## src/rtl/etx_serializer.sv

```systemverilog
`default_nettype none
// ============================================================================
// Module   : etx_serializer
// Purpose  : Transmit-side byte serializer for the elink. Takes one emesh
//            packet at a time on a valid/wait handshake. Sends it on the
//            8-bit tx_frame/tx_data link stream, one byte per clk.
//            Sequential 32-bit writes are chained into a single burst frame.
// Ports    : clk         - single clock
//            reset       - synchronous reset, active high
//            tx_access   - packet valid
//            tx_packet   - emesh packet (PW bits)
//            tx_wait     - pushback to the source (combinational)
//            tx_wr_wait  - remote write pushback (synchronous to clk)
//            tx_rd_wait  - remote read pushback (synchronous to clk)
//            tx_frame    - frame qualifier (registered)
//            tx_data     - link byte (registered)
//            tx_busy     - high whenever a frame is in progress
// Revision : 1.0 - initial release
// ============================================================================
module etx_serializer #(
  parameter int PW       = 104,
  parameter int MAXBURST = 16
) (
  input  logic          clk,
  input  logic          reset,
  input  logic          tx_access,
  input  logic [PW-1:0] tx_packet,
  output logic          tx_wait,
  input  logic          tx_wr_wait,
  input  logic          tx_rd_wait,
  output logic          tx_frame,
  output logic [7:0]    tx_data,
  output logic          tx_busy
);

  typedef enum logic [2:0] {
    S_IDLE = 3'd0,
    S_HDR  = 3'd1,
    S_DST  = 3'd2,
    S_DATA = 3'd3,
    S_SRC  = 3'd4
  } state_t;

  localparam logic [7:0] c_burst_lim = 8'(MAXBURST - 1);

  state_t        r_state;
  state_t        w_state_nxt;
  logic [1:0]    r_idx;
  logic [1:0]    w_idx_nxt;
  logic [PW-1:0] r_pkt;
  logic [PW-1:0] w_pkt_nxt;
  logic [7:0]    r_burst_cnt;
  logic [7:0]    w_burst_cnt_nxt;
  logic          r_frame;
  logic [7:0]    r_data;
  logic [7:0]    w_byte_nxt;
  logic          w_wait;
  logic          w_accept;
  logic          w_chain_ok;

  // Field views of the held packet and of the incoming packet
  logic          w_cur_write;
  logic [1:0]    w_cur_dm;
  logic [3:0]    w_cur_ctrl;
  logic [31:0]   w_cur_dst;
  logic          w_in_write;
  logic [1:0]    w_in_dm;
  logic [3:0]    w_in_ctrl;
  logic [31:0]   w_in_dst;
  logic [31:0]   w_dst_inc;

  assign w_cur_write = r_pkt[0];
  assign w_cur_dm    = r_pkt[2:1];
  assign w_cur_ctrl  = r_pkt[7:4];
  assign w_cur_dst   = r_pkt[39:8];
  assign w_in_write  = tx_packet[0];
  assign w_in_dm     = tx_packet[2:1];
  assign w_in_ctrl   = tx_packet[7:4];
  assign w_in_dst    = tx_packet[39:8];

  // 32-bit add wraps naturally, so 0xFFFFFFFC is followed by 0x00000000
  assign w_dst_inc   = w_cur_dst + 32'd4;

  assign w_chain_ok  = w_cur_write & w_in_write
                     & (w_cur_dm == 2'b10) & (w_in_dm == 2'b10)
                     & (w_cur_ctrl == w_in_ctrl)
                     & (w_in_dst == w_dst_inc)
                     & ~tx_wr_wait
                     & (r_burst_cnt < c_burst_lim);

  // Pushback: only IDLE and the last data byte can take a new packet.
  always_comb begin
    w_wait = 1'b1;
    case (r_state)
      S_IDLE: w_wait = tx_access & (w_in_write ? tx_wr_wait : tx_rd_wait);
      S_DATA: w_wait = (r_idx == 2'd3) ? ~w_chain_ok : 1'b1;
      default: w_wait = 1'b1;
    endcase
  end

  assign w_accept = tx_access & ~w_wait;

  always_comb begin
    w_state_nxt     = r_state;
    w_idx_nxt       = r_idx;
    w_pkt_nxt       = r_pkt;
    w_burst_cnt_nxt = r_burst_cnt;
    case (r_state)
      S_IDLE: begin
        w_idx_nxt = 2'd0;
        if (w_accept) begin
          w_state_nxt     = S_HDR;
          w_pkt_nxt       = tx_packet;
          w_burst_cnt_nxt = 8'd0;
        end
      end
      S_HDR: begin
        w_state_nxt = S_DST;
        w_idx_nxt   = 2'd0;
      end
      S_DST: begin
        w_idx_nxt = r_idx + 2'd1;
        if (r_idx == 2'd3) begin
          w_state_nxt = S_DATA;
        end
      end
      S_DATA: begin
        w_idx_nxt = r_idx + 2'd1;
        if (r_idx == 2'd3) begin
          if (w_accept) begin
            // Chained write: skip header and address, go straight to data
            w_state_nxt     = S_DATA;
            w_pkt_nxt       = tx_packet;
            w_burst_cnt_nxt = r_burst_cnt + 8'd1;
          end else if (w_cur_write) begin
            w_state_nxt = S_IDLE;
          end else begin
            w_state_nxt = S_SRC;
          end
        end
      end
      S_SRC: begin
        w_idx_nxt = r_idx + 2'd1;
        if (r_idx == 2'd3) begin
          w_state_nxt = S_IDLE;
        end
      end
      default: begin
        w_state_nxt = S_IDLE;
        w_idx_nxt   = 2'd0;
      end
    endcase
  end

  function automatic logic [7:0] sel_byte(input logic [31:0] word, input logic [1:0] idx);
    logic [7:0] b;
    case (idx)
      2'd0:    b = word[31:24];
      2'd1:    b = word[23:16];
      2'd2:    b = word[15:8];
      default: b = word[7:0];
    endcase
    return b;
  endfunction

  // Output byte is derived from the next state so the registered output
  // lines up with the state it belongs to (header appears one cycle after accept).
  always_comb begin
    w_byte_nxt = 8'h00;
    case (w_state_nxt)
      S_HDR:   w_byte_nxt = {w_pkt_nxt[7:4], w_pkt_nxt[2:1], w_pkt_nxt[0], 1'b0};
      S_DST:   w_byte_nxt = sel_byte(w_pkt_nxt[39:8], w_idx_nxt);
      S_DATA:  w_byte_nxt = sel_byte(w_pkt_nxt[71:40], w_idx_nxt);
      S_SRC:   w_byte_nxt = sel_byte(w_pkt_nxt[103:72], w_idx_nxt);
      default: w_byte_nxt = 8'h00;
    endcase
  end

  always_ff @(posedge clk) begin
    if (reset) begin
      r_state     <= S_IDLE;
      r_idx       <= 2'd0;
      r_pkt       <= '0;
      r_burst_cnt <= 8'd0;
      r_frame     <= 1'b0;
      r_data      <= 8'h00;
    end else begin
      r_state     <= w_state_nxt;
      r_idx       <= w_idx_nxt;
      r_pkt       <= w_pkt_nxt;
      r_burst_cnt <= w_burst_cnt_nxt;
      r_frame     <= (w_state_nxt != S_IDLE);
      r_data      <= w_byte_nxt;
    end
  end

  assign tx_wait  = w_wait;
  assign tx_frame = r_frame;
  assign tx_data  = r_data;
  assign tx_busy  = (r_state != S_IDLE);

endmodule
`default_nettype wire

```

## config.mk

```make
export PLATFORM = sky130hd
export DESIGN_NAME = etx_serializer
export DESIGN_NICKNAME = d
export VERILOG_FILES = /design/src/rtl/etx_serializer.sv
export SDC_FILE = /design/constraint.sdc
export NUM_CORES = 1
export LEC_CHECK = 0
export BUFFER_PORTS_ARGS = -buffer_cell sky130_fd_sc_hd__buf_2
export CORE_MARGIN = 3
export CORE_UTILIZATION = 24
export DETAILED_ROUTE_END_ITERATION = 8
export GPL_TIMING_DRIVEN = 0
export MAX_ROUTING_LAYER = met4
export SLEW_MARGIN = 0
export SYNTH_ARGS = -nofsm -noshare
export SYNTH_HDL_FRONTEND = slang
export SYNTH_SLANG_ARGS = --single-unit
export TNS_END_PERCENT = 1
```

## constraint.sdc

```tcl
create_clock -name clk -period 3.9 [get_ports clk]
set_clock_uncertainty 0.1 [all_clocks]
set_input_delay 0.39 -clock clk [delete_from_list [all_inputs] [get_ports clk]]
set_output_delay 0.39 -clock clk [all_outputs]
set_load 0.005 [all_outputs]
```

* Yosys cells after proc, flatten, opt, wreduce, memory -nomap -nowiden
Index checks and enable logic that the tools add are counted.
** Word-level totals
- Input port bits :: 109
- Flip-flop bits (word level) :: 126
- Logic and storage cells :: 71
- Output and inout bits :: 11
** Operators by class
- Bitwise logic cells :: 12
- Multiplexer cells :: 22
- Eq/ne operators :: 18
- Reduce and logical (&&, ||, !) cells :: 8
- Add/subtract/negate cells :: 3
- Order comparisons :: 1
** Operators with widths (count)
- two-way mux 104 bit :: 2
- case mux 104 bit (2 select lines) :: 1
- case mux 8 bit (3 select lines) :: 3
- adder 32 x 3 -> 32 bit, second input constant :: 1
- == test 32 bit :: 1
- case mux 8 bit (4 select lines) :: 1
- two-way mux 8 bit :: 3
- two-way mux 3 bit :: 6
- case mux 8 bit (2 select lines) :: 1
- case mux 3 bit (5 select lines) :: 1
- == test 3 x 2 -> 1 bit, second input constant :: 4
- bitwise AND 1 bit :: 9
- adder 8 x 1 -> 8 bit, second input constant :: 1
- == test 2 bit, second input constant :: 4
- < comparator 8 x 4 -> 1 bit, second input constant :: 1
- == test 3 x 1 -> 1 bit, second input constant :: 2
- == test 3 bit, second input constant :: 2
- inequality test 2 bit, second input constant :: 3
- nonzero test 3 bit :: 2
- == test 4 bit :: 1
- AND reduction 4 bit :: 1
- logical NOT 3 bit :: 1
- inverter 1 bit :: 3
- OR reduction 3 bit :: 1
- other kinds (8) :: 9

* Logic depth before layout (Yosys ltp)
Gate-level depths: netlist of run 1.
- Word-level depth :: 17
- Mapped depth :: 18
- Depth with buffers taken out :: 12

* Worst setup path after synthesis of run 1
OpenSTA, ideal clock, no wires.
- Path type :: flip-flop to flip-flop
- Start :: register r_pkt[14]
- End :: register r_data[0], in the netlist tx_data[0]
- Cell stages (with the launch flop) :: 16
- Period minus slack after synthesis :: 4041 ps
- Arrival time :: 3821 ps
- Setup time :: 120 ps
- Buffers on the path :: 4
- Setup slack :: -141 ps
- Required time :: 3680 ps
- Path through :: dfxtp_1 -> buf_2 -> nand4_2 -> or4_1 -> buf_2 -> nor4_4 -> nor2_1 -> or4_4 -> nor4_4 -> a21o_1 -> buf_6 -> buf_2 -> mux2_2 -> a222oi_1 -> a211oi_1 -> a211o_1
** Between the ends
- Cells in the longest elaborated chain, start to end :: 15
- Elaborated cells on any way between the ends :: 25
- Those cells by class :: 1 x add/sub; 5 x eq/ne; 13 x mux; 6 x bitwise
** RTL lines
- start, declared :: line 50 : logic [PW-1:0] r_pkt;
- start signal, assigned :: line 190 : r_pkt <= w_pkt_nxt;
- adder 32 x 3 -> 32 bit * :: line 82 : assign w_dst_inc = w_cur_dst + 32'd4;
- == test 32 bit * :: line 87 : & (w_in_dst == w_dst_inc)
- bitwise AND 1 bit * :: line 87
- bitwise AND 1 bit * :: line 88 : & ~tx_wr_wait
- bitwise AND 1 bit * :: line 89 : & (r_burst_cnt < c_burst_lim);
- inverter 1 bit * :: line 96 : S_DATA: w_wait = (r_idx == 2'd3) ? ~w_chain_ok : 1'b1;
- two-way mux 1 bit * :: line 96
- case mux 1 bit (2 select lines) * :: line 94 : case (r_state)
- inverter 1 bit * :: line 101 : assign w_accept = tx_access & ~w_wait;
- bitwise AND 1 bit * :: line 101
- two-way mux 3 bit or two-way mux 104 bit (tied branches) :: line 130, 111
- two-way mux 3 bit or two-way mux 104 bit (tied branches) :: line 129 : if (r_idx == 2'd3) begin
- case mux 3 bit (5 select lines) or case mux 104 bit (2 select lines) (tied branches) :: line 108 : case (r_state)
- == test 3 bit (tied with other cells) :: line 170 : case (w_state_nxt)
- case mux 8 bit (4 select lines) * :: line 170
- end signal, assigned :: line 193 : r_data <= w_byte_nxt;
- end, declared :: line 55 : logic [7:0] r_data;
Mark *: on every way between the ends. The rest lies on a longest branch, timed or not. The select of a mux whose other input is x is not followed.
A chain may end at the register's enable or synchronous reset.

* Worst setup path in the final report of run 1
- Start :: register r_pkt[11]
- End :: register r_data[4], in the netlist tx_data[4]
The elaborated chain is that of the path after synthesis.

==> impl_metrics.tcl, run 1 <==
set metrics [dict create \
    cts_tree "done" \
    crit_slowest_cell "or4_4" \
    pwr-share-comb_pct 20.5 \
    pin_count 120 \
    totalPowerFinal_mw 3.70 \
    post-route-util_pct 32.5 \
    rrSetupSlack_ns -0.33 \
    crit_path_end_kind "flop" \
    crit_family "simple AND/OR/NAND/NOR gates" \
    htree_num_levels 4 \
    critPathBufInv 4 \
    synth_commonest_cells "125 x dfxtp_1, 82 x nand2_1, 68 x nor2_1" \
    fp.dieH_um 175 \
    dpl.hpwl_mm 19.5 \
    power.density_nw_per_um2 407 \
    cap_violations 0 \
    finalNonFillerCells 1332 \
    grt.overflow.total 0 \
    seqCellArea_um2 2520 \
    cpPeakStageDelay_ns 0.56 \
    synth-async-reset-ratio_pct 0 \
    power_leakage_nw 3.57 \
    grt_max_degree 17 \
    fin_crit_sh_pct 108 \
    start_util_pct 24.5 \
    cp-start-kind "flop" \
    fillers 2975 \
    status "complete, but fails checks" \
    grt_pass1_wl_mm 39.0 \
    first_global_vias 6782 \
    yosys_warnings 0 \
    wl_per_cell_um 19.5 \
    place.gp.congestion 0.924 \
    cp.arrival_ns 4.43 \
    syn_inst 781 \
    finalHoldViolCount 0 \
    required_ns 4.11 \
    final-setup-viol-count 8 \
    syn_area_um2 6840 \
    dieArea_um2 30600 \
    yosysTopAreaCellShare_pct 36.6 \
    fin_crit_ns 4.23 \
    synth_edf_count 0 \
    fin_area_um2 9090 \
    pre_cts_ws_ns -1.31 \
    drt_iter0_markers 436 \
    ir_drop_mv 0.240 \
    row_count 61 \
    holdCritPathClass "primary input to flop" \
    switching_power_mw 1.09 \
    worst-path-max-fanout 7 \
    rsz0062_at_grt "yes" \
    p_int_mw 2.61 \
    placed_cells 1276 \
    p_sw_share_pct 29.5 \
    yosysTopAreaCell "dfxtp_1" \
    die_w_um 175 \
    grt_use_met2_pct 27.0 \
    vias 6720 \
    core_um2 27900 \
    antenna_found_initial 5 \
    dr.pass1.iters 5 \
    vias_per_cell 5.05 \
    ys_seq_area_share_pct 36.6 \
    post-route-worst-setup-slack_ns -0.327 \
    critPathKind "flop to flop" \
    ys_types 66 \
    synth_nets 893 \
    ant_nets 0 \
    num-nets-final 1048 \
    drv_slew 0 \
    ys_seq_elements 125 \
    cts.path.max_buffers 2 \
    cts-root-buf "clkbuf_16" \
    drive_gt1_share_pct 30.0 \
    post-synth-top-count-cell "dfxtp_1" \
    gr-max-usage-layer "met2" \
    path_clk_slew_ns 0.06 \
    drcViolationCount 0 \
    clkSinkCount 125 \
    power_frac_seq_pct 38.0 \
    violations "negative setup slack" \
    wl_mm 26.0 \
    cts_buffers 17 \
    placed_area_um2 7940 \
    postCtsHoldBufs 0 \
    avgSynthCellArea_um2 8.76 \
    grt_use_met3_pct 3.72 \
    multi_input_area_um2 4250 \
    crit_chain "buf_12 -> nand3_4 -> or4_4 -> nor4_4 -> nor2_1 -> or4_4 -> nor4_4 -> a21o_1 -> buf_6 -> buf_12 -> buf_4 -> mux2_2 -> a22oi_2 -> a221oi_2 -> a211o_1" \
    area_growth_pct 32.8 \
    max_freq_mhz 237 \
    grt_usage_pct 17.3 \
    synth_ff_type "dfxtp_1" \
    clk_latency_ns 0.42 \
    slew_headroom_pct 43.8 \
    worst_pin_slew_ns 0.844 \
    grtUsageMet1_pct 21.1 \
    p_clk_share_pct 41.5 \
    synth_area_leaders "dfxtp_1 37%, mux2i_1 7.2%, mux2_2 5.4%" \
    port_buffers 117 \
]
-- final timing paths --
kind | from | to | cells after the start
setup / recovery | r_pkt[11] | tx_data[4] | 15
hold / removal | tx_packet[81] | r_pkt[81] | 3
setup reg to reg | r_pkt[11] | tx_data[4] | 15
hold reg to reg | r_pkt[95] | r_pkt[95] | 2
-- power by group through the flow --
stage / clock network, mW / logic [mW] / registers, mW
2_1_floorplan: 0 / 0.423 / 1.41
3_3_place_gp: 0 / 0.653 / 1.42
3_5_place_dp: 0 / 0.660 / 1.43
4_1_cts: 1.54 / 0.730 / 1.40
5_1_grt: 1.61 / 0.814 / 1.41
6_report: 1.54 / 0.758 / 1.40
-- metrics by stage --
| stage | setup TNS, ns | hold slack [ns] |
|---|---|---|
| after floorplan | -0.0465 | 0.327 |
| after global placement | -71.45 | 0.334 |
| after detailed placement | -74.45 | 0.346 |
| after CTS | -1.64 | 0.102 |
| after global routing | -3.40 | 0.129 |
| final | -2.20 | 0.114 |
-- layout by cell type, fill, tap and decap left out, types with 15 or more instances in the layout --
master / n
xnor2_1: 32
clkbuf_1: 31
buf_2: 118
dfxtp_1: 116
nor2_1: 66
nor3_1: 16
a21oi_1: 43
buf_4: 20
mux2i_1: 46
mux2_2: 32
clkbuf_16: 17
a21o_1: 17
nand3_1: 15
nand2_1: 81
nor2b_1: 38
-- area by class of cell --
class | count | share of cell area [%]
Sequential cell | 125 | 27.7
Buffer | 52 | 4.21
Clock buffer | 23 | 5.26
Tap cell | 378 | 5.20
Clock inverter | 9 | 0.936
Multi-Input combinational cell | 587 | 46.8
Antenna cell | 5 | 0.138
Inverter | 14 | 0.578
Timing Repair Buffer | 139 | 9.11
-- metal layers --
layer	wire (um)	vias to the layer above
li1	-	3147
met1	11300	3228
met5	0	-
met2	12000	270
met4	1190	0
met3	1520	75
-- kinds of logic after synthesis --
family / after synthesis / share of synthesized area [%]
simple gates: 291 / 21.9
mux: 83 / 12.8
flops: 125 / 36.6
compound gates: 169 / 18.3
fa+ha+maj: 3 / 0.549
buf+inv: 69 / 4.72
xor+xnor: 41 / 5.25
-- tightest hold or removal path, cell delays in order --
cell and delay (ns):
buf_2 0.10, nand2_1 0.04, a21oi_1 0.05
-- flip-flops by register name, summed over array words and instances, names as in the netlist --
| register | count |
|---|---|
| r_pkt | 103 |
| r_burst_cnt | 8 |
| tx_data | 8 |
| r_state | 3 |
| r_idx | 2 |
| tx_frame | 1 |
-- timing repair --
item / 4_1_cts / 5_1_grt
setup endpoints to repair: 123 / 54
resized for setup: 71 / 26
cloned: 1 / 0
pin swaps: 23 / 15
buffers inserted: 20 / 1
(Power assumes the default switching activity.)
==> run 2, diff against run 1 <==
--- a/config.mk
+++ b/config.mk
@@ -12,4 +12,5 @@
 export GPL_TIMING_DRIVEN = 0
 export MAX_ROUTING_LAYER = met4
+export PLACE_DENSITY_LB_ADDON = 0.3
 export SLEW_MARGIN = 0
 export SYNTH_ARGS = -nofsm -noshare
==> constraint.sdc (replaced) <==
create_clock -name clk -period 3.9 [get_ports clk]
set_clock_uncertainty 0.1 [all_clocks]
set_input_delay 0.585 -clock clk [delete_from_list [all_inputs] [get_ports clk]]
set_output_delay 0.585 -clock clk [all_outputs]
set_load 0.005 [all_outputs]
==> run 2 against run 1 <==
  * The flow still finishes with violations (negative setup slack)
  * Critical path depth increased by 1
  * Sequential power is essentially flat
  * Die area did not move
  * Flip-flop and latch count did not move
  * Sequential share of layout area down 0.23 points
  * Clock power grew 9.7%
  * Register-to-register slack better by 0.08 ns
  * Core utilization rose by 0.33 points
  * Worst setup slack better by 0.079 ns
  * Largest cell class unchanged
==> impl_metrics.tcl, run 2 (synthesis gave the netlist of run 1 again) <==
set metrics [dict create \
    required_ns 4.11 \
    rrSetupSlack_ns -0.25 \
    cts_buffers 17 \
    fin_crit_ns 4.15 \
    final-setup-viol-count 9 \
    path_clk_slew_ns 0.06 \
    crit_path_end_kind "flop" \
    dr.pass1.iters 5 \
    pwr-share-comb_pct 19.9 \
    ant_nets 0 \
    crit_path_end "tx_data[0]" \
    drive_gt1_share_pct 31.1 \
    holdCritPathClass "primary input to flop" \
    finalSetupTns_ns -1.71 \
    timing.rr.end "tx_data[0]" \
    status "complete, but fails checks" \
    ir_drop_mv 0.317 \
    largest-register "r_pkt" \
    post-route-worst-setup-slack_ns -0.248 \
    pre_cts_ws_ns -1.40 \
    largest_register_ffs 103 \
    fin_area_um2 9180 \
    finalNonFillerCells 1333 \
    cap_violations 0 \
    worst_pin_slew_ns 0.869 \
    core_um2 27900 \
    area_growth_pct 34.2 \
    crit_chain "buf_6 -> nand4_4 -> or4_4 -> or4b_1 -> a211o_1 -> o211ai_1 -> and3_1 -> clkbuf_8 -> a21o_1 -> buf_8 -> buf_12 -> buf_4 -> mux2_2 -> a22oi_2 -> a221oi_2 -> a211o_1" \
    violations "negative setup slack" \
    final_common_cell "buf_2" \
    grt_usage_pct 17.2 \
    fp.dieH_um 175 \
    dieArea_um2 30600 \
    clkSinkCount 125 \
    cts-root-buf "clkbuf_16" \
    dpl.hpwl_mm 19.7 \
    post-route-util_pct 32.9 \
    power_leakage_nw 3.62 \
    first_global_vias 6335 \
    placed_area_um2 7940 \
    critPathLaunch "r_pkt[14]" \
    cpPeakStageDelay_ns 0.60 \
    row_count 61 \
    switching_power_mw 1.08 \
    totalPowerFinal_mw 3.87 \
    reg2reg_depth 16 \
    cp-start-kind "flop" \
    drv_slew 0 \
    cp.arrival_ns 4.36 \
    max_freq_mhz 241 \
    placed_cells 1276 \
    port_buffers 117 \
    die_w_um 175 \
    power_frac_seq_pct 36.3 \
    finalHoldViolCount 0 \
    p_sw_share_pct 28.1 \
    htree_num_levels 4 \
    fin_crit_sh_pct 106 \
    rsz0062_at_grt "yes" \
    pin_count 120 \
    grt_max_degree 17 \
    final_cell_mix "118 x buf_2, 116 x dfxtp_1, 82 x nand2_1" \
    num-nets-final 1054 \
    drt_iter0_markers 506 \
    wl_mm 26.2 \
    crit_slowest_cell "or4_4" \
    start_util_pct 24.5 \
    drcViolationCount 0 \
    p_int_mw 2.78 \
    postCtsHoldBufs 0 \
    worst-path-max-fanout 7 \
    crit_top_cell "a211o_1" \
    place.gp.congestion 0.866 \
    clk_latency_ns 0.43 \
    antenna_found_initial 3 \
    vias 6580 \
    p_clk_share_pct 43.8 \
    grt_pass1_wl_mm 38.4 \
    vias_per_cell 4.94 \
    r2r-start "r_pkt[14]" \
    grt.overflow.total 0 \
    whs_ns 0.308 \
    wl_per_cell_um 19.6 \
    power.density_nw_per_um2 421 \
    slew_headroom_pct 42.1 \
    cts_tree "done" \
    cts.path.max_buffers 2 \
    critPathKind "flop to flop" \
]
[run 2: cell types whose count changed in the layout (fill, tap and decap cells not counted), sizes merged]
cell    previous run  this run
buf              157       165
clkbuf            57        51
bufinv             1         4
diode              5         3
clkinv             3         2
inv               16        15
[run 2: how the worst min path moves through the flow]
stage | start | endpoint | cells past startpoint
after global placement | r_pkt[2] | r_pkt[2] | 2
final | tx_packet[97] | r_pkt[97] | 3
after detailed placement | r_pkt[2] | r_pkt[2] | 2
after CTS | tx_packet[97] | r_pkt[97] | 3
after global routing | tx_packet[95] | r_pkt[95] | 3
after floorplan | r_pkt[2] | r_pkt[2] | 2
[run 2: per-layer routing]
layer	track usage, %	share of wire [%]	up-vias
met3	3.50	5.5	39
li1	-	-	3140
met4	5.49	2.4	0
met2	27.2	47	206
met1	22.0	45	3195
met5	-	0	-
[run 2: power groups by stage]
stage	clock network (mW)	logic, mW	registers [mW]
CTS	1.71	0.734	1.40
global placement	0	0.665	1.43
global route	1.76	0.830	1.41
detailed placement	0	0.667	1.43
finish	1.69	0.771	1.40
floorplan	0	0.423	1.41
[run 2: layout make-up]
| class | count | area [um2] |
|---|---|---|
| Timing Repair Buffer | 145 | 832 |
| Fill cell | 2973 | 18800 |
| Multi-Input combinational cell | 587 | 4280 |
| Clock buffer | 19 | 453 |
| Sequential cell | 125 | 2530 |
| Inverter | 14 | 52.6 |
| Tap cell | 378 | 473 |
| Antenna cell | 3 | 7.51 |
| Clock inverter | 10 | 165 |
| Buffer | 52 | 394 |
[run 2: worst max-delay path: cells and delay by family, from the launching register on]
family          cells  cell delay [ns]
flops               1             0.32
compound gates      6             1.18
buf+inv             5             0.65
simple gates        4             1.43
mux                 1             0.34
[run 2: repair_timing]
item / CTS / global route
resized for setup: 76 / 32
cloned: 1 / 0
pin swaps: 21 / 14
buffers inserted: 19 / 8
hold endpoints to repair: 0 / 0
setup endpoints to repair: 123 / 52
